`src/rtl/mush_pkg.sv`:
```
// Shared types and constants for the mushroom power-up sprite controller.
//   - mush_state_e : object FSM states (idle, rising out of block, walking)
//   - mush_dir_e   : horizontal walk direction
//   - screen size and the ROM transparency key colour
package mush_pkg;

  typedef enum logic [1:0] {
    StIdle = 2'd0,
    StRise = 2'd1,
    StWalk = 2'd2
  } mush_state_e;

  typedef enum logic {
    DirRight = 1'b0,
    DirLeft  = 1'b1
  } mush_dir_e;

  localparam int unsigned SCREEN_W = 640;
  localparam int unsigned SCREEN_H = 480;

  localparam logic [11:0] KEY_COLOR_DEF = 12'h808;

endpackage

```
`src/rtl/mush_addr_pipe.sv`:
```
// Two-stage pixel pipeline for the mushroom sprite.
//   Stage 1: hit test of the current VGA pixel against the sprite box and
//            ROM address generation (row*SPR_W + col).
//   Stage 2: registers the ROM colour and applies transparency keying.
// Build option: MUSH_FLIP_EN mirrors the column while walking left.
// Ports:
//   clk_i, rst_i           clock, synchronous active-high reset
//   active_i, rising_i     object present / still emerging from the block
//   mirror_i               walking left (used only with MUSH_FLIP_EN)
//   pos_x_i, pos_y_i       sprite top-left corner
//   clip_y_i               block top line; rows at or below it are hidden while rising
//   draw_x_i, draw_y_i     current pixel from the VGA controller
//   rom_color_i            combinational ROM data for rom_addr_o
//   rom_addr_o             registered ROM address
//   pix_on_o, pix_color_o  opaque-pixel flag and colour, 2 cycles after draw_x/draw_y
module mush_addr_pipe
  import mush_pkg::*;
#(
  parameter int unsigned SPR_W     = 20,
  parameter int unsigned SPR_H     = 22,
  parameter logic [11:0] KEY_COLOR = KEY_COLOR_DEF
) (
  input  logic        clk_i,
  input  logic        rst_i,
  input  logic        active_i,
  input  logic        rising_i,
  input  logic        mirror_i,
  input  logic [9:0]  pos_x_i,
  input  logic [9:0]  pos_y_i,
  input  logic [9:0]  clip_y_i,
  input  logic [9:0]  draw_x_i,
  input  logic [9:0]  draw_y_i,
  input  logic [11:0] rom_color_i,
  output logic [8:0]  rom_addr_o,
  output logic        pix_on_o,
  output logic [11:0] pix_color_o
);

  logic [9:0]  col, row;
  logic [8:0]  col_sel;
  logic [8:0]  addr_d, addr_q;
  logic        hit_d, hit_q;
  logic        opaque;
  logic        on_q;
  logic [11:0] color_q;

  assign col = draw_x_i - pos_x_i;
  assign row = draw_y_i - pos_y_i;

  always_comb begin
    hit_d = active_i && (draw_x_i >= pos_x_i) && (col < 10'(SPR_W)) &&
            (draw_y_i >= pos_y_i) && (row < 10'(SPR_H));
    // While emerging, the part still inside the block stays hidden.
    if (rising_i && (draw_y_i >= clip_y_i)) begin
      hit_d = 1'b0;
    end
    col_sel = col[8:0];
`ifdef MUSH_FLIP_EN
    if (mirror_i) begin
      col_sel = 9'(SPR_W - 1) - col[8:0];
    end
`endif
    addr_d = hit_d ? (9'(row[8:0] * 9'(SPR_W)) + col_sel) : 9'd0;
  end

`ifndef MUSH_FLIP_EN
  logic unused_mirror;
  assign unused_mirror = mirror_i;
`endif

  assign opaque = hit_q && (rom_color_i != KEY_COLOR);

  always_ff @(posedge clk_i) begin
    if (rst_i) begin
      addr_q  <= '0;
      hit_q   <= 1'b0;
      on_q    <= 1'b0;
      color_q <= '0;
    end else begin
      addr_q  <= addr_d;
      hit_q   <= hit_d;
      on_q    <= opaque;
      color_q <= opaque ? rom_color_i : 12'h000;
    end
  end

  assign rom_addr_o  = addr_q;
  assign pix_on_o    = on_q;
  assign pix_color_o = color_q;

endmodule

```
`src/rtl/mush_sprite_ctrl.sv`:
```
// Mushroom power-up object controller and sprite ROM address generator.
// The object emerges upward from a block after spawn, then walks and bounces
// between X_MIN and X_MAX; motion advances only on frame_tick so each frame is
// drawn from a stable position. Pixel hit/address/keying lives in mush_addr_pipe.
// Build option: define MUSH_FLIP_EN to mirror the sprite while walking left.
// Ports:
//   Clk, Reset            clock, synchronous active-high reset
//   frame_tick            one pulse per frame
//   spawn, spawn_x/y      start emerging at (spawn_x, spawn_y) when idle
//   collect               remove the mushroom (any non-idle state)
//   DrawX, DrawY          current VGA pixel
//   sprite_color          ROM data for read_address
//   read_address          ROM address row*SPR_W + col
//   mush_on, mush_color   opaque pixel and its colour, 2 cycles after DrawX/DrawY
//   mush_x, mush_y        sprite top-left corner
//   active                object is present
module mush_sprite_ctrl
  import mush_pkg::*;
#(
  parameter int unsigned SPR_W     = 20,
  parameter int unsigned SPR_H     = 22,
  parameter int unsigned X_MIN     = 0,
  parameter int unsigned X_MAX     = SCREEN_W - 1,
  parameter int unsigned SPEED     = 1,
  parameter logic [11:0] KEY_COLOR = KEY_COLOR_DEF
) (
  input  logic        Clk,
  input  logic        Reset,
  input  logic        frame_tick,
  input  logic        spawn,
  input  logic [9:0]  spawn_x,
  input  logic [9:0]  spawn_y,
  input  logic        collect,
  input  logic [9:0]  DrawX,
  input  logic [9:0]  DrawY,
  input  logic [11:0] sprite_color,
  output logic [8:0]  read_address,
  output logic        mush_on,
  output logic [11:0] mush_color,
  output logic [9:0]  mush_x,
  output logic [9:0]  mush_y,
  output logic        active
);

  localparam int unsigned RiseW = $clog2(SPR_H + 1);
  localparam logic [RiseW-1:0] RiseLast = RiseW'(SPR_H - 1);

  mush_state_e      state_q, state_d;
  mush_dir_e        dir_q, dir_d;
  logic [9:0]       x_q, x_d, y_q, y_d;
  logic [9:0]       block_y_q, block_y_d;
  logic [RiseW-1:0] rise_q, rise_d;
  logic [10:0]      right_next;

  // Right edge after a step, one bit wider so it cannot wrap.
  assign right_next = {1'b0, x_q} + 11'(SPR_W - 1 + SPEED);

  always_comb begin
    state_d   = state_q;
    dir_d     = dir_q;
    x_d       = x_q;
    y_d       = y_q;
    block_y_d = block_y_q;
    rise_d    = rise_q;
    unique case (state_q)
      StIdle: begin
        if (spawn) begin
          x_d       = spawn_x;
          y_d       = spawn_y;
          block_y_d = spawn_y;
          rise_d    = '0;
          dir_d     = DirRight;
          state_d   = StRise;
        end
      end
      StRise: begin
        if (collect) begin
          state_d = StIdle;
        end else if (frame_tick) begin
          rise_d = rise_q + 1'b1;
          y_d    = y_q - 10'd1;
          if (rise_q == RiseLast) begin
            state_d = StWalk;
          end
        end
      end
      StWalk: begin
        if (collect) begin
          state_d = StIdle;
        end else if (frame_tick) begin
          if (dir_q == DirRight) begin
            if (right_next > 11'(X_MAX)) begin
              x_d   = 10'(X_MAX - SPR_W + 1);
              dir_d = DirLeft;
            end else begin
              x_d = x_q + 10'(SPEED);
            end
          end else begin
            if (x_q < 10'(X_MIN + SPEED)) begin
              x_d   = 10'(X_MIN);
              dir_d = DirRight;
            end else begin
              x_d = x_q - 10'(SPEED);
            end
          end
        end
      end
      default: state_d = StIdle;
    endcase
  end

  always_ff @(posedge Clk) begin
    if (Reset) begin
      state_q   <= StIdle;
      dir_q     <= DirRight;
      x_q       <= '0;
      y_q       <= '0;
      block_y_q <= '0;
      rise_q    <= '0;
    end else begin
      state_q   <= state_d;
      dir_q     <= dir_d;
      x_q       <= x_d;
      y_q       <= y_d;
      block_y_q <= block_y_d;
      rise_q    <= rise_d;
    end
  end

  assign mush_x = x_q;
  assign mush_y = y_q;
  assign active = (state_q != StIdle);

  mush_addr_pipe #(
    .SPR_W     (SPR_W),
    .SPR_H     (SPR_H),
    .KEY_COLOR (KEY_COLOR)
  ) u_addr_pipe (
    .clk_i       (Clk),
    .rst_i       (Reset),
    .active_i    (state_q != StIdle),
    .rising_i    (state_q == StRise),
    .mirror_i    (dir_q == DirLeft),
    .pos_x_i     (x_q),
    .pos_y_i     (y_q),
    .clip_y_i    (block_y_q),
    .draw_x_i    (DrawX),
    .draw_y_i    (DrawY),
    .rom_color_i (sprite_color),
    .rom_addr_o  (read_address),
    .pix_on_o    (mush_on),
    .pix_color_o (mush_color)
  );

endmodule

```
`config.mk`:
```
export PLATFORM = sky130hd
export DESIGN_NAME = mush_sprite_ctrl
export DESIGN_NICKNAME = d
export VERILOG_FILES = /design/src/rtl/mush_pkg.sv /design/src/rtl/mush_addr_pipe.sv /design/src/rtl/mush_sprite_ctrl.sv
export SDC_FILE = /design/constraint.sdc
export NUM_CORES = 1
export LEC_CHECK = 0
export ABC_AREA = 1
export BUFFER_PORTS_ARGS = -buffer_cell sky130_fd_sc_hd__buf_2
export CAP_MARGIN = 20
export CELL_PAD_IN_SITES_DETAIL_PLACEMENT = 1
export CELL_PAD_IN_SITES_GLOBAL_PLACEMENT = 1
export CORE_MARGIN = 2
export CORE_UTILIZATION = 35
export CTS_CLUSTER_DIAMETER = 40
export CTS_CLUSTER_SIZE = 14
export DETAILED_ROUTE_END_ITERATION = 10
export HOLD_SLACK_MARGIN = 0.02
export PLACE_DENSITY = 0.78
export SYNTH_ARGS = -nofsm -noshare
export SYNTH_HDL_FRONTEND = slang
export SYNTH_HIERARCHICAL = 1
export SYNTH_SLANG_ARGS = --single-unit
```
`constraint.sdc`:
```
create_clock -name Clk -period 7.6 [get_ports Clk]
set_clock_uncertainty 0.15 [all_clocks]
set_input_delay 0.38 -clock Clk [delete_from_list [all_inputs] [get_ports Clk]]
set_output_delay 0.38 -clock Clk [all_outputs]
set_load 0.05 [all_outputs]
```
==> flow_summary.rst <==
.. list-table::
   :header-rows: 1

   * - Metric
     - Value
   * - Outcome
     - finished clean
   * - Total negative slack
     - 0 ns
   * - GR Layer Usage met3
     - about 4.2%
   * - Routed length per instance
     - around 14 um
   * - Proportion of layout cells with a drive suffix above 1
     - roughly 18%
   * - Initial cell density of the core
     - a little over a third
   * - Worst ir drop on vdd
     - 0.000150 V
   * - Longest individual stage delay on the worst path
     - approximately 0.40 ns
   * - Initial antenna violation count
     - 0
   * - Buffer and inverter count on the worst path
     - 2
   * - Final hold viol count
     - 0
   * - Required time at the worst-slack endpoint
     - approximately 7.7 ns
   * - Wire length of the first global-routing pass
     - roughly 26 mm
   * - Overflow after GRT
     - 0
   * - Type of the worst setup path
     - reg2reg
   * - Post-synthesis net count
     - 896
   * - Static leakage
     - approximately 3.1 nW
   * - Final core utilization
     - about 42%
   * - Slew @ Worst Pin
     - around 0.63 ns
   * - Count of placed standard cells in the final layout, fillers left out
     - 1066
   * - Synthesized area divided by synthesized cell count
     - 6.48 um2
   * - Via Count
     - approximately 5200
   * - Top_reg_cell synth
     - sky130_fd_sc_hd__dfxtp_1
   * - Global routing met2 resource utilization
     - about a third
   * - Number of nets in the finished design
     - 989
   * - Via count of the first global-routing pass
     - 5328
   * - Sequential fraction of the synthesis area
     - around 24%
   * - Number of buffers created by CTS
     - 9
   * - Count of mapped cells out of synthesis
     - ~780
   * - Total of cells resized after clock tree synthesis
     - 0
   * - Class of the worst hold path
     - in2reg
   * - Post-CTS repair timing setup buffer count
     - 0
   * - Synth cell types
     - 48
   * - Routed wire length
     - 15.3 mm
   * - Multiplexer share of the synthesized area
     - 0%
   * - Max Cap Viol
     - 0
   * - Post-CTS Hold Fix Bufs
     - 0
   * - RSZ-0062 raised after global routing
     - no
   * - Max-slew violation count
     - 0
   * - Clock root buffer
     - sky130_fd_sc_hd__clkbuf_16
   * - Sequential cell area in the final layout
     - 0.00122 mm2
   * - Placeable core area
     - 0.0144 mm2
   * - Maximum buffer depth of the clock tree
     - 2
   * - Most common cell type on the critical path
     - sky130_fd_sc_hd__nand2_1
   * - Yosys warns
     - 6
   * - Xor/xnor share of the synthesized area
     - 4.14%
   * - GR met1 Demand/Resource
     - around a quarter
   * - Die width
     - approximately 120 um
   * - Maximum number of pins on one net before global-route repair
     - 21
   * - Fraction of the mapped netlist area in compound gates
     - between 10 and 15%
   * - Dominant combinational cell family by area after synthesis
     - simple AND/OR/NAND/NOR gates
   * - CP Capture Type
     - flip-flop
   * - CTS clk-pin slew, worst paths
     - 0.06 ns
   * - Overall Global Routing Usage
     - about a fifth
   * - Port Buf Inserts
     - between 90 and 100
   * - Post-Synth Adder-Cell Area
     - between 10 and 15%
   * - Ratio of total power to cell area
     - between 200 and 300 mW/mm2
   * - Count of boundary I/O pins
     - 100
   * - Flip-flop and latch count after synthesis
     - 61
   * - Global route hottest layer
     - met2
   * - Antenna Nets Post-Route
     - 0
   * - Area growth from synthesis to final layout
     - 18.8%
   * - Top cell type's share of synthesized area
     - between 20% and 30%
   * - Relative slew slack
     - 57.7%
   * - Worst path slowest cell
     - sky130_fd_sc_hd__ha_1
   * - First-pass iteration count of the detailed router
     - 4
   * - Placer Congestion
     - approximately 0.84
   * - HPWL reported at the end of detailed placement
     - roughly 12 mm
   * - Average vias per placed instance
     - 4.91
   * - Simple-gate share of the synthesized area
     - a little under a third
   * - Largest cells by area after synthesis
     - sky130_fd_sc_hd__dfxtp_1 (24%), sky130_fd_sc_hd__ha_1 (13%), sky130_fd_sc_hd__nand2_1 (12%)
   * - Die height
     - 125 um
   * - Number of flops mapped to enable cells by yosys
     - 0
   * - Highest Clock Rate
     - around 270 MHz
   * - Crit start category
     - flip-flop
   * - Clock sink total
     - ~60
   * - Worst-Skew Late Latency
     - about 0.34 ns
   * - Die footprint
     - around 0.016 mm2
   * - # setup viols final
     - 0
   * - Syn Std Cell Area
     - between 0.005 and 0.006 mm2
   * - Critical Path Fanout Max
     - 7
   * - Arr. time, crit path
     - 3.72 ns
   * - Final worst path period share
     - a little under half
   * - Number of core rows
     - 44
   * - DP Cell Count
     - about 1100
   * - Fill cells
     - roughly 2000
   * - Synth area leader
     - sky130_fd_sc_hd__dfxtp_1
   * - Critical path cell sequence
     - inv_1 -> ha_1 -> a21oi_1 -> nand2_1 -> nand2_1 -> nand2_1 -> inv_1 -> ha_1 -> ha_1 -> ha_1 -> a21oi_1 -> o21ai_0 -> nand2_1 -> nand2_1 -> a21oi_1 -> xor2_1 -> xor2_1 -> nor2_1
   * - Cell family contributing the most delay on the critical path
     - adder cells
   * - Final Critical Period
     - 3.64 ns
   * - DRC Markers
     - 0
   * - Share of flip-flops with an asynchronous set or reset
     - 0%
   * - CTS tree
     - yes
   * - Total area of multi-input combinational cells
     - around 0.0032 mm2
   * - Depth of the CTS H-tree
     - 3
   * - Number of diodes
     - 0
   * - Starting DRC count in detailed routing
     - about 180
==> tightest hold or removal path, delay by kind of cell <==
family	cells	cell delay, ns
and+or+nand+nor	1	0.03
buffers and inverters	2	0.14
==> kinds of logic after synthesis <==
logic type	after synthesis
compound gates	127
fa+ha+maj	55
simple gates	355
flops	61
xor+xnor	24
buf+inv	162
==> cell usage in the layout (no fill, tap or decap), drive strengths merged, types with 8 or more instances in the layout <==
master,instances
ha,51
o21ai,51
nand2,174
xor2,21
buf,99
nor3,8
nor2,113
a21oi,55
inv,145
clkbuf,12
nand4,10
dfxtp,61
nand3,38
==> path summary, 6_finish.rpt <==
path | start | end | slack, ns | cells after the start
worst max-delay path | mush_y[2]$_SDFFE_PP0P_ | u_addr_pipe/rom_addr_o[8]$_SDFF_PP0_ | 3.96 | 18
worst min-delay path | sprite_color[9] | u_addr_pipe/pix_color_o[9]$_SDFF_PP0_ | 0.12 | 3
worst max register to register | mush_y[2]$_SDFFE_PP0P_ | u_addr_pipe/rom_addr_o[8]$_SDFF_PP0_ | 3.96 | 18
worst min register to register | u_addr_pipe/hit_q$_SDFF_PP0_ | u_addr_pipe/pix_on_o$_SDFF_PP0_ | 0.30 | 2
==> metal layers <==
layer	vias to the layer above	share of wire [%]
met5	-	0
met4	0	0.96
met3	15	3.2
met2	76	47
met1	2461	49
li1	2678	-
==> synthesized netlist by cell type (4+ instances only) <==
cell type	count
sky130_fd_sc_hd__nand2_2	11
sky130_fd_sc_hd__nor2_1	102
sky130_fd_sc_hd__nor2_4	4
sky130_fd_sc_hd__dfxtp_1	61
sky130_fd_sc_hd__nor3_1	6
sky130_fd_sc_hd__nand2_1	160
sky130_fd_sc_hd__o21ai_1	5
sky130_fd_sc_hd__xor2_1	21
sky130_fd_sc_hd__buf_2	6
sky130_fd_sc_hd__fa_1	4
sky130_fd_sc_hd__inv_2	10
sky130_fd_sc_hd__o21ai_0	45
sky130_fd_sc_hd__clkbuf_1	5
sky130_fd_sc_hd__ha_1	51
sky130_fd_sc_hd__nand4_1	10
sky130_fd_sc_hd__nor4_1	4
sky130_fd_sc_hd__nand3_1	37
sky130_fd_sc_hd__a21oi_1	53
sky130_fd_sc_hd__inv_1	134
sky130_fd_sc_hd__nor2_2	7
==> through the flow <==
step                hold slack [ns]  worst slack, ns  power, mW  area, um2
floorplan                     0.276             3.91       1.02       5080
global placement              0.286             3.95       1.19       5720
detailed placement            0.290             3.88       1.21       5720
CTS                           0.106             3.98       1.66       6040
global route                  0.121             3.71       1.79       6040
finish                        0.117             3.96       1.65       6040
==> area by class of cell <==
type / count / area share, %
clock buffer: 12 / 4.41
tap: 184 / 3.81
timing repair buffer: 99 / 8.21
sequential: 61 / 20.2
inverter: 145 / 9.03
clock inverter: 4 / 0.891
multi-input combinational: 561 / 53.4
==> registers in the layout (all words and copies together), names as in the netlist <==
signal                   count
u_addr_pipe/pix_color_o     12
block_y_q                   10
mush_x                      10
mush_y                      10
u_addr_pipe/rom_addr_o       9
rise_q                       5
state_q                      2
dir_q                        1
u_addr_pipe/hit_q            1
u_addr_pipe/pix_on_o         1
==> report_power, final <==
group	switching (mW)	internal (mW)
Combinational	0.528	0.295
Sequential	0.0459	0.347
Clock	0.156	0.282
Total	0.730	0.924
Power figures use the tool's default switching activity.
